==> config.mk <==
export PLATFORM = sky130hd
export DESIGN_NAME = multi_speed_estimator
export DESIGN_NICKNAME = d
export VERILOG_FILES = /design/src/rtl/multi_speed_estimator.sv
export SDC_FILE = /design/constraint.sdc
export NUM_CORES = 1
export LEC_CHECK = 0
export CAP_MARGIN = 20
export CORE_ASPECT_RATIO = 1.25
export CORE_MARGIN = 1.5
export CORE_UTILIZATION = 57
export DETAILED_ROUTE_END_ITERATION = 12
export PLACE_DENSITY = 0.86
export SYNTH_ARGS = -nofsm -noshare
export SYNTH_HDL_FRONTEND = slang
export SYNTH_SLANG_ARGS = --single-unit
==> constraint.sdc <==
create_clock -name clk -period 10.5 [get_ports clk]
set_input_delay 2.1 -clock clk [delete_from_list [all_inputs] [get_ports clk]]
set_output_delay 2.1 -clock clk [all_outputs]
set_load 0.02 [all_outputs]
==> src/rtl/multi_speed_estimator.sv <==
// Multi-channel encoder speed estimator: ticked angle differencing followed by a power-of-two moving average.
// Optional macro SPEED_SAT_EN: clamp omega to the signed OMEGA_W range and raise sticky per-channel sat flags.
module multi_speed_estimator #(
   parameter int N_CH      = 2,
   parameter int ANGLE_W   = 32,
   parameter int OMEGA_W   = 32,
   parameter int PERIOD    = 1048576,
   parameter int AVG_DEPTH = 4
) (
   input  logic                    clk,
   input  logic                    reset,
   input  logic                    enable,
   input  logic [N_CH*ANGLE_W-1:0] angle,
   output logic [N_CH*OMEGA_W-1:0] omega,
   output logic                    omega_valid,
   output logic                    sample_tick,
   output logic [N_CH-1:0]         sat
);
   localparam int LOG2_AVG = $clog2(AVG_DEPTH);
   localparam int SUM_W    = ANGLE_W + LOG2_AVG;
   localparam int CNT_W    = $clog2(PERIOD);
   localparam int PTR_W    = (AVG_DEPTH > 1) ? LOG2_AVG : 1;
   localparam int FILL_W   = $clog2(AVG_DEPTH + 1);

   typedef enum logic [1:0] {PRIME, FILL, RUN} state_t;

   state_t                    state_q;
   logic [CNT_W-1:0]          cnt_q;
   logic [FILL_W-1:0]         fill_q;
   logic [PTR_W-1:0]          wr_ptr_q;
   logic [PTR_W-1:0]          wr_ptr_d;
   logic                      push_q;
   logic                      fire_q;
   logic                      valid_q;
   logic [ANGLE_W-1:0]        prev_q  [N_CH];
   logic signed [ANGLE_W-1:0] delta_q [N_CH];
   logic signed [ANGLE_W-1:0] hist_q  [N_CH][AVG_DEPTH];
   logic signed [SUM_W-1:0]   sum_q   [N_CH];
   logic signed [SUM_W-1:0]   sum_d   [N_CH];
   logic [OMEGA_W-1:0]        omega_q [N_CH];
   logic [OMEGA_W-1:0]        omega_d [N_CH];

   assign sample_tick = enable && (cnt_q == CNT_W'(PERIOD - 1));
   assign omega_valid = valid_q;

   // Counter, sequencing state and stage 1 (angle difference).
   // NOTE: every clocked block here uses non-blocking assignments so all registers see pre-edge values.
   always_ff @(posedge clk) begin
      if (reset) begin
         cnt_q   <= '0;
         state_q <= PRIME;
         fill_q  <= '0;
         push_q  <= 1'b0;
         fire_q  <= 1'b0;
         for (int ch = 0; ch < N_CH; ch++) begin
            prev_q[ch]  <= '0;
            delta_q[ch] <= '0;
         end
      end else if (!enable) begin
         cnt_q   <= '0;
         state_q <= PRIME;
         fill_q  <= '0;
         push_q  <= 1'b0;
         fire_q  <= 1'b0;
      end else begin
         push_q <= 1'b0;
         fire_q <= 1'b0;
         if (sample_tick) begin
            cnt_q <= '0;
            for (int ch = 0; ch < N_CH; ch++) begin
               prev_q[ch]  <= angle[ch*ANGLE_W +: ANGLE_W];
               // Modular subtraction makes encoder wrap-around transparent.
               delta_q[ch] <= angle[ch*ANGLE_W +: ANGLE_W] - prev_q[ch];
            end
            case (state_q)
               PRIME: begin
                  state_q <= FILL;
                  fill_q  <= '0;
               end
               FILL: begin
                  push_q <= 1'b1;
                  fill_q <= fill_q + FILL_W'(1);
                  if (fill_q == FILL_W'(AVG_DEPTH - 1)) begin
                     state_q <= RUN;
                     fire_q  <= 1'b1;
                  end
               end
               RUN: begin
                  push_q <= 1'b1;
                  fire_q <= 1'b1;
               end
               default: state_q <= PRIME;
            endcase
         end else begin
            cnt_q <= cnt_q + CNT_W'(1);
         end
      end
   end

`ifdef SPEED_SAT_EN
   localparam int EXT_W = (SUM_W > OMEGA_W) ? SUM_W : OMEGA_W;
   localparam logic signed [EXT_W-1:0] OMAX =
      signed'({{(EXT_W-OMEGA_W+1){1'b0}}, {(OMEGA_W-1){1'b1}}});
   localparam logic signed [EXT_W-1:0] OMIN = ~OMAX;

   logic signed [EXT_W-1:0] avg_ext;
   logic [N_CH-1:0]         sat_d;
   logic [N_CH-1:0]         sat_q;
`endif

   // Stage 2 next values: running sum and the shifted, resized average.
   always_comb begin
      wr_ptr_d = (wr_ptr_q == PTR_W'(AVG_DEPTH - 1)) ? '0 : wr_ptr_q + PTR_W'(1);
      sum_d    = '{default: '0};
      omega_d  = '{default: '0};
`ifdef SPEED_SAT_EN
      avg_ext  = '0;
      sat_d    = '0;
`endif
      for (int ch = 0; ch < N_CH; ch++) begin
         sum_d[ch] = sum_q[ch] + SUM_W'(delta_q[ch]) - SUM_W'(hist_q[ch][wr_ptr_q]);
`ifdef SPEED_SAT_EN
         avg_ext = EXT_W'(sum_d[ch] >>> LOG2_AVG);
         if (avg_ext > OMAX) begin
            omega_d[ch] = OMEGA_W'(OMAX);
            sat_d[ch]   = 1'b1;
         end else if (avg_ext < OMIN) begin
            omega_d[ch] = OMEGA_W'(OMIN);
            sat_d[ch]   = 1'b1;
         end else begin
            omega_d[ch] = OMEGA_W'(avg_ext);
         end
`else
         omega_d[ch] = OMEGA_W'(sum_d[ch] >>> LOG2_AVG);
`endif
      end
   end

   // NOTE: the history buffer is reset with the sum, since the sum must always equal its contents.
   always_ff @(posedge clk) begin
      if (reset) begin
         wr_ptr_q <= '0;
         valid_q  <= 1'b0;
         for (int ch = 0; ch < N_CH; ch++) begin
            sum_q[ch]   <= '0;
            omega_q[ch] <= '0;
            for (int d = 0; d < AVG_DEPTH; d++) hist_q[ch][d] <= '0;
         end
      end else if (!enable) begin
         wr_ptr_q <= '0;
         valid_q  <= 1'b0;
         for (int ch = 0; ch < N_CH; ch++) begin
            sum_q[ch] <= '0;
            for (int d = 0; d < AVG_DEPTH; d++) hist_q[ch][d] <= '0;
         end
      end else begin
         valid_q <= fire_q;
         if (push_q) begin
            wr_ptr_q <= wr_ptr_d;
            for (int ch = 0; ch < N_CH; ch++) begin
               sum_q[ch]            <= sum_d[ch];
               hist_q[ch][wr_ptr_q] <= delta_q[ch];
               if (fire_q) omega_q[ch] <= omega_d[ch];
            end
         end
      end
   end

`ifdef SPEED_SAT_EN
   always_ff @(posedge clk) begin
      if (reset)                              sat_q <= '0;
      else if (enable && push_q && fire_q)    sat_q <= sat_q | sat_d;
   end
   assign sat = sat_q;
`else
   assign sat = '0;
`endif

   always_comb begin
      omega = '0;
      for (int ch = 0; ch < N_CH; ch++) omega[ch*OMEGA_W +: OMEGA_W] = omega_q[ch];
   end
endmodule

After elaboration in Yosys (flattened, before gate mapping)
Memories as Yosys holds them, arrays and structs flattened.
Cells that the tools add are included.
{ "totals": {"ff_bits": 30, "mem_bits_rw": 516, "input_bits": 67, "output_inout_bits": 68, "wordCells": 625, "memories": 5} }
{ "mem_list": {"columns": ["name", "words", "word_bits", "rd", "rd_ports_with_merged_regs", "write_ports", "line_no", "rtl"], "rows": [
  ["hist_q", 2, 128, 2, 0, 2, "37", "logic signed [ANGLE_W-1:0] hist_q [N_CH][AVG_DEPTH];"],
  ["sum_q", 2, 34, 2, 0, 2, "38", "logic signed [SUM_W-1:0] sum_q [N_CH];"],
  ["delta_q", 2, 32, 2, 0, 2, "36", "logic signed [ANGLE_W-1:0] delta_q [N_CH];"],
  ["omega_q", 2, 32, 2, 0, 2, "40", "logic [OMEGA_W-1:0] omega_q [N_CH];"],
  ["prev_q", 2, 32, 2, 0, 2, "35", "logic [ANGLE_W-1:0] prev_q [N_CH];"]
]} }
{ "classes": {"add_sub_neg": 9, "order_cmp": 2, "eq_ne": 6, "mux": 308, "bitwise_logic": 278, "n_reduce_logical": 10} }
{ "op_table": {"columns": ["cell", "n"], "rows": [
  ["2-to-1 mux 32 bit", 19],
  ["2-to-1 mux 1 bit", 276],
  ["bitwise OR 1 bit", 274],
  ["2-to-1 mux 34 bit", 4],
  ["binary-select mux 32 bit (select 2 bit)", 2],
  ["2-to-1 mux 128 bit", 1],
  ["adder 34 x 32 -> 34 bit", 2],
  ["subtractor 34 x 32 -> 34 bit", 2],
  ["demux 32 bit (select 2 bit)", 1],
  ["subtractor 32 bit", 2],
  ["adder 20 x 1 -> 20 bit, second input constant", 1],
  ["== test 20 bit, second input constant", 1],
  ["one-hot mux 2 bit (3 select lines)", 1],
  ["one-hot mux 3 bit (2 select lines)", 1],
  ["OR reduction 3 bit", 2],
  ["== test 2 bit, second input constant", 2],
  ["2-to-1 mux 2 bit", 2],
  ["OR reduction 2 bit", 2],
  ["adder 3 x 1 -> 3 bit, second input constant", 1],
  ["== test 3 x 2 -> 1 bit, second input constant", 1],
  ["greater-or-equal comparator 3 bit, second input constant", 1],
  ["less-than comparator 3 x 1 -> 1 bit, second input constant", 1],
  ["NOT 1 bit", 3],
  ["NOT 2 -> 3 bit", 1],
  ["9 further kinds", 10]
]} }

Longest topological paths before layout
{ "logic_depth": {"depth_word": 7, "depth_mapped": 16, "mapped_depth_nobuf": 14} }

Least setup slack after synthesis
No wires, ideal clock.
{ "synth_path": {"path_kind": "input-to-reg", "from": "in reset", "to": "mem delta_q[0][0] (enable)", "setup_time_ps": 510, "t_arrival_ps": 5191, "required_ps": 9990, "slack_ps": 4799, "stages": 1, "n_path_buf": 0, "path_cell_list": "nand2b_1"} }
{ "synth_rtl": {"columns": ["item", "line_no", "rtl"], "rows": [
  ["start, declared", "11", "input logic reset,"],
  ["end, declared", "36", null]
]} }

Final worst setup path
{ "layout_path": {"from": "in enable", "to": "out sample_tick"} }
{ "layout_between": {"elab_chain_cells": 1} }
{ "layout_lines": {"columns": ["item", "line_no", "rtl"], "rows": [
  ["start, declared", "12", "input logic enable,"],
  ["logical AND 1 bit", "43", "assign sample_tick = enable && (cnt_q == CNT_W'(PERIOD - 1));"],
  ["end, declared", "16", "output logic sample_tick,"]
]} }
No other way between the ends.

==> results.txt <==
Once detail routing completed, the nets flagged for antenna violations numbered 0. The number of enable flip-flop cells after synthesis was 516; the buffers inserted during post-CTS setup optimization was 0. The proportion of netlist area held by the largest area contributor works out to 0.510. The run gives 21,200 as the via count. STA classifies the critical path endpoint as an output pin. The launching element of the worst setup path is enable. The final layout contains routed wiring with a total length of 73.6 mm.

The setup slack of the most critical reg-to-reg path is 5130 ps. In the routed design, unresolved DRC markers number 0. The number of antenna diodes in the final layout is 0. For the pin with the worst max-slew slack, the measured transition is 1100 ps. Power spread over the standard cell area amounts to 167 nW/um^2.

The first-pass detailed-route iteration total was 6. Counting tap cells, the placed design contains a total of 3,418 instances. Traced cell by cell, the critical path runs through clkdlybuf4s50_1 -> and2_4 -> clkdlybuf4s50_1. For the worst setup path, the data required time is 8400 ps. The critical setup path kind was in -> out. In the post-synthesis netlist, the biggest area contributors are edfxtp_1, nor2_1, ha_1, mux4_2, fa_1.

Derived from the worst setup path, the maximum achievable clock frequency is 0.179 GHz. Buffers placed on the I/O ports in this run total 132. Setup repair after global routing left no endpoint under its margin. The vertical extent of the die was 261 microns. The flop and latch count out of synthesis came out at 546. The final worst-path setup slack is 4920 ps, and the max-cap check violation count is 0.

The area of the die is 54,700 sq um. Number of clock sinks: 546. The number of antenna violations at the first check in global routing is 0.

Setup violations remaining at the end of the flow were counted as 0. The first global-routing pass estimated 115 mm of wire. The initial core utilization is 0.577.

In this run the worst path has a maximum fanout of 5. The part of the cycle the worst path needs works out to 0.531. The run gives 4930 ps as the minimum setup slack after placement.

Buffers inserted to repair hold after CTS numbered 0. Yosys printed 0 warnings. Mean area per synthesized cell: 11.2 sq um. The run finished with clean final reports. The logs give 0.263 for the relative slew slack and 3,517 for the post-route non-filler standard cell count. The die is 210 microns wide.

IR analysis of the VDD net gives a maximum drop of 0.000127 V. Synthesis produced a netlist whose cell count is 2,704. Clock skew on the completed layout was measured at 20.5 ps. Fraction of layout instances using a drive strength above 1: 0.0777.

TritonCTS built the clock tree. The most frequent cell after synthesis is edfxtp_1. After the last flow step, the layout net total stands at 3,079.

For the number of H-tree levels, the log shows 2. Counting cells, the worst reg-to-reg path comes to 12. Clock tree root driver cell: clkbuf_16. The critical path's largest stage delay was 600 ps. Global routing finished with a remaining overflow of 0. By instance count, the cell type seen most on the critical path is clkdlybuf4s50_1. Entering global routing, the biggest net connects 78 pins.

The synthesized netlist occupies a cell area of 30,400 sq um. Core footprint: 52,700 sq um. The worst setup path is launched from a primary input. The number of library cell types mapped by synthesis is 82, and the cell count of the worst hold path is 2. Gates resized during post-CTS repair numbered 0. The endpoint identified for the worst register-to-register timing path is omega_q[0][52]$_SDFFCE_PN0P_. Dominant cell type by area after synthesis: edfxtp_1. The routed length per instance was 20.9 microns; the portion of the post-synthesis area used by sequential elements was 0.530. The fraction of registers with async set/reset was 0; the area of combinational cells with multiple inputs was 12,600 sq um.

In the final layout, flip-flops and latches occupy 16,100 sq um. The routed via count divided by cell count is 6.03, and the clock tree buffer depth is 3. After clock tree synthesis, the clock-pin slew on the worst setup and hold paths is 60 ps. The tools report the total global-route track usage as 0.271. Among all flip-flop cells after synthesis, the most frequent one is edfxtp_1. The layout has 3,866 filler cells.

The critical path ends at sample_tick. The final-report hold violation count came out at 0. The path class of the tightest hold or removal check is reg -> reg. Relative to the synthesized area, the layout overhead comes to 12.3%. The worst-path cell with the longest stage delay was clkdlybuf4s50_1.

After routing, the total negative slack on setup checks comes to 0 ps. The startpoint identified for the worst register-to-register timing path is wr_ptr_q[0]$_SDFFE_PP0P_. The wire-length estimate of the detail-placed layout is 49.3 mm.

TritonCTS created 54 clock buffers. Sorting the synthesized cells by how often they occur yields edfxtp_1, nor2_1, inv_1. The analysis attributes to cell leakage a power of 14.2 nW.

For the worst-skew pair, the clock arrives at the later sink with an insertion delay of 620 ps. The detailed router finished its first iteration with 2,034 violations. The data arrival at the endpoint of the critical path is 3480 ps. The congestion estimate from routability-driven global placement came to 0.970. The tools report the number of placement rows as 94. The number of max-slew violations in the final report is 0, and the final period demand of the worst path is 5580 ps. The logs give 21,400 for the via count of the first global-routing pass and 135 for the boundary pin count.
==> stage by stage <==
step	total power, mW	util	area [sq um]	hold slack (ps)
after floorplan	3.36	-	30400	430
after global placement	3.65	0.613	32300	437
after detailed placement	3.68	0.613	32300	457
after CTS	5.69	0.648	34100	468
after global routing	5.90	0.648	34100	497
final	5.69	0.648	34100	470
==> how the worst min path moves through the flow <==
stage / start / endpoint
2_1_floorplan: cnt_q[0]$_SDFF_PP0_ / cnt_q[0]$_SDFF_PP0_
3_3_place_gp: cnt_q[0]$_SDFF_PP0_ / cnt_q[0]$_SDFF_PP0_
3_5_place_dp: cnt_q[0]$_SDFF_PP0_ / cnt_q[0]$_SDFF_PP0_
4_1_cts: cnt_q[0]$_SDFF_PP0_ / cnt_q[0]$_SDFF_PP0_
5_1_grt: fill_q[1]$_SDFFE_PP0P_ / fill_q[1]$_SDFFE_PP0P_
6_report: fill_q[1]$_SDFFE_PP0P_ / fill_q[1]$_SDFFE_PP0P_
==> placed cells by master (no fill, tap or decap), drive strengths merged, types with 52 or more instances in the layout <==
cell type / netlist / layout
clkdlybuf4s50: 0 / 132
o21ai: 78 / 78
inv: 343 / 346
nand2: 110 / 110
and3: 111 / 111
clkbuf: 85 / 60
a21oi: 128 / 128
mux4: 64 / 64
fa: 68 / 68
a21o: 52 / 52
edfxtp: 516 / 516
nor2: 491 / 491
xor2: 68 / 68
xnor2: 67 / 67
ha: 142 / 142
==> power breakdown <==
| group | internal (mW) | total [mW] | switching [mW] | leakage [nW] |
|---|---|---|---|---|
| registers | 2.48 | 2.51 | 0.0364 | 5.59 |
| logic | 0.427 | 1.15 | 0.724 | 7.75 |
| clock network | 1.16 | 2.02 | 0.861 | 0.894 |
==> registers in the layout (all words and copies together) (netlist names) <==
register,flops
hist_q,256
sum_q,68
delta_q,64
omega_q,64
prev_q,64
cnt_q,20
fill_q,3
state_q,2
wr_ptr_q,2
fire_q,1
omega_valid,1
push_q,1
==> kinds of logic after synthesis <==
| logic type | after synthesis | synth area share |
|---|---|---|
| flip-flops | 546 | 0.530 |
| AO/OA/AOI/OAI | 403 | 0.0880 |
| XOR/XNOR | 135 | 0.0389 |
| multiplexers | 67 | 0.0484 |
| adder cells (fa/ha/maj) | 210 | 0.103 |
| buffers and inverters | 449 | 0.0575 |
| other | 1 | 0.000123 |
| AND/OR/NAND/NOR | 893 | 0.134 |
==> layer usage <==
metal	up-vias	track usage	part of all wire
met2	972	0.474	0.51
met5	-	0	0
met1	10400	0.344	0.38
li1	9629	-	-
met4	0	0.108	0.033
met3	180	0.0374	0.077
==> final cells by class <==
type / instances / area share
clock buffer: 60 / 0.0421
multi-input combinational: 1710 / 0.370
sequential: 546 / 0.472
timing repair buffer: 147 / 0.0420
clock inverter: 39 / 0.0116
inverter: 343 / 0.0377
tap: 672 / 0.0246
==> worst max-delay path, delay by kind of cell <==
family | cells | cell delay (ps)
AND/OR/NAND/NOR | 1 | 200
buffers and inverters | 2 | 1180
Note: power is estimated with default switching activity, not from simulation.
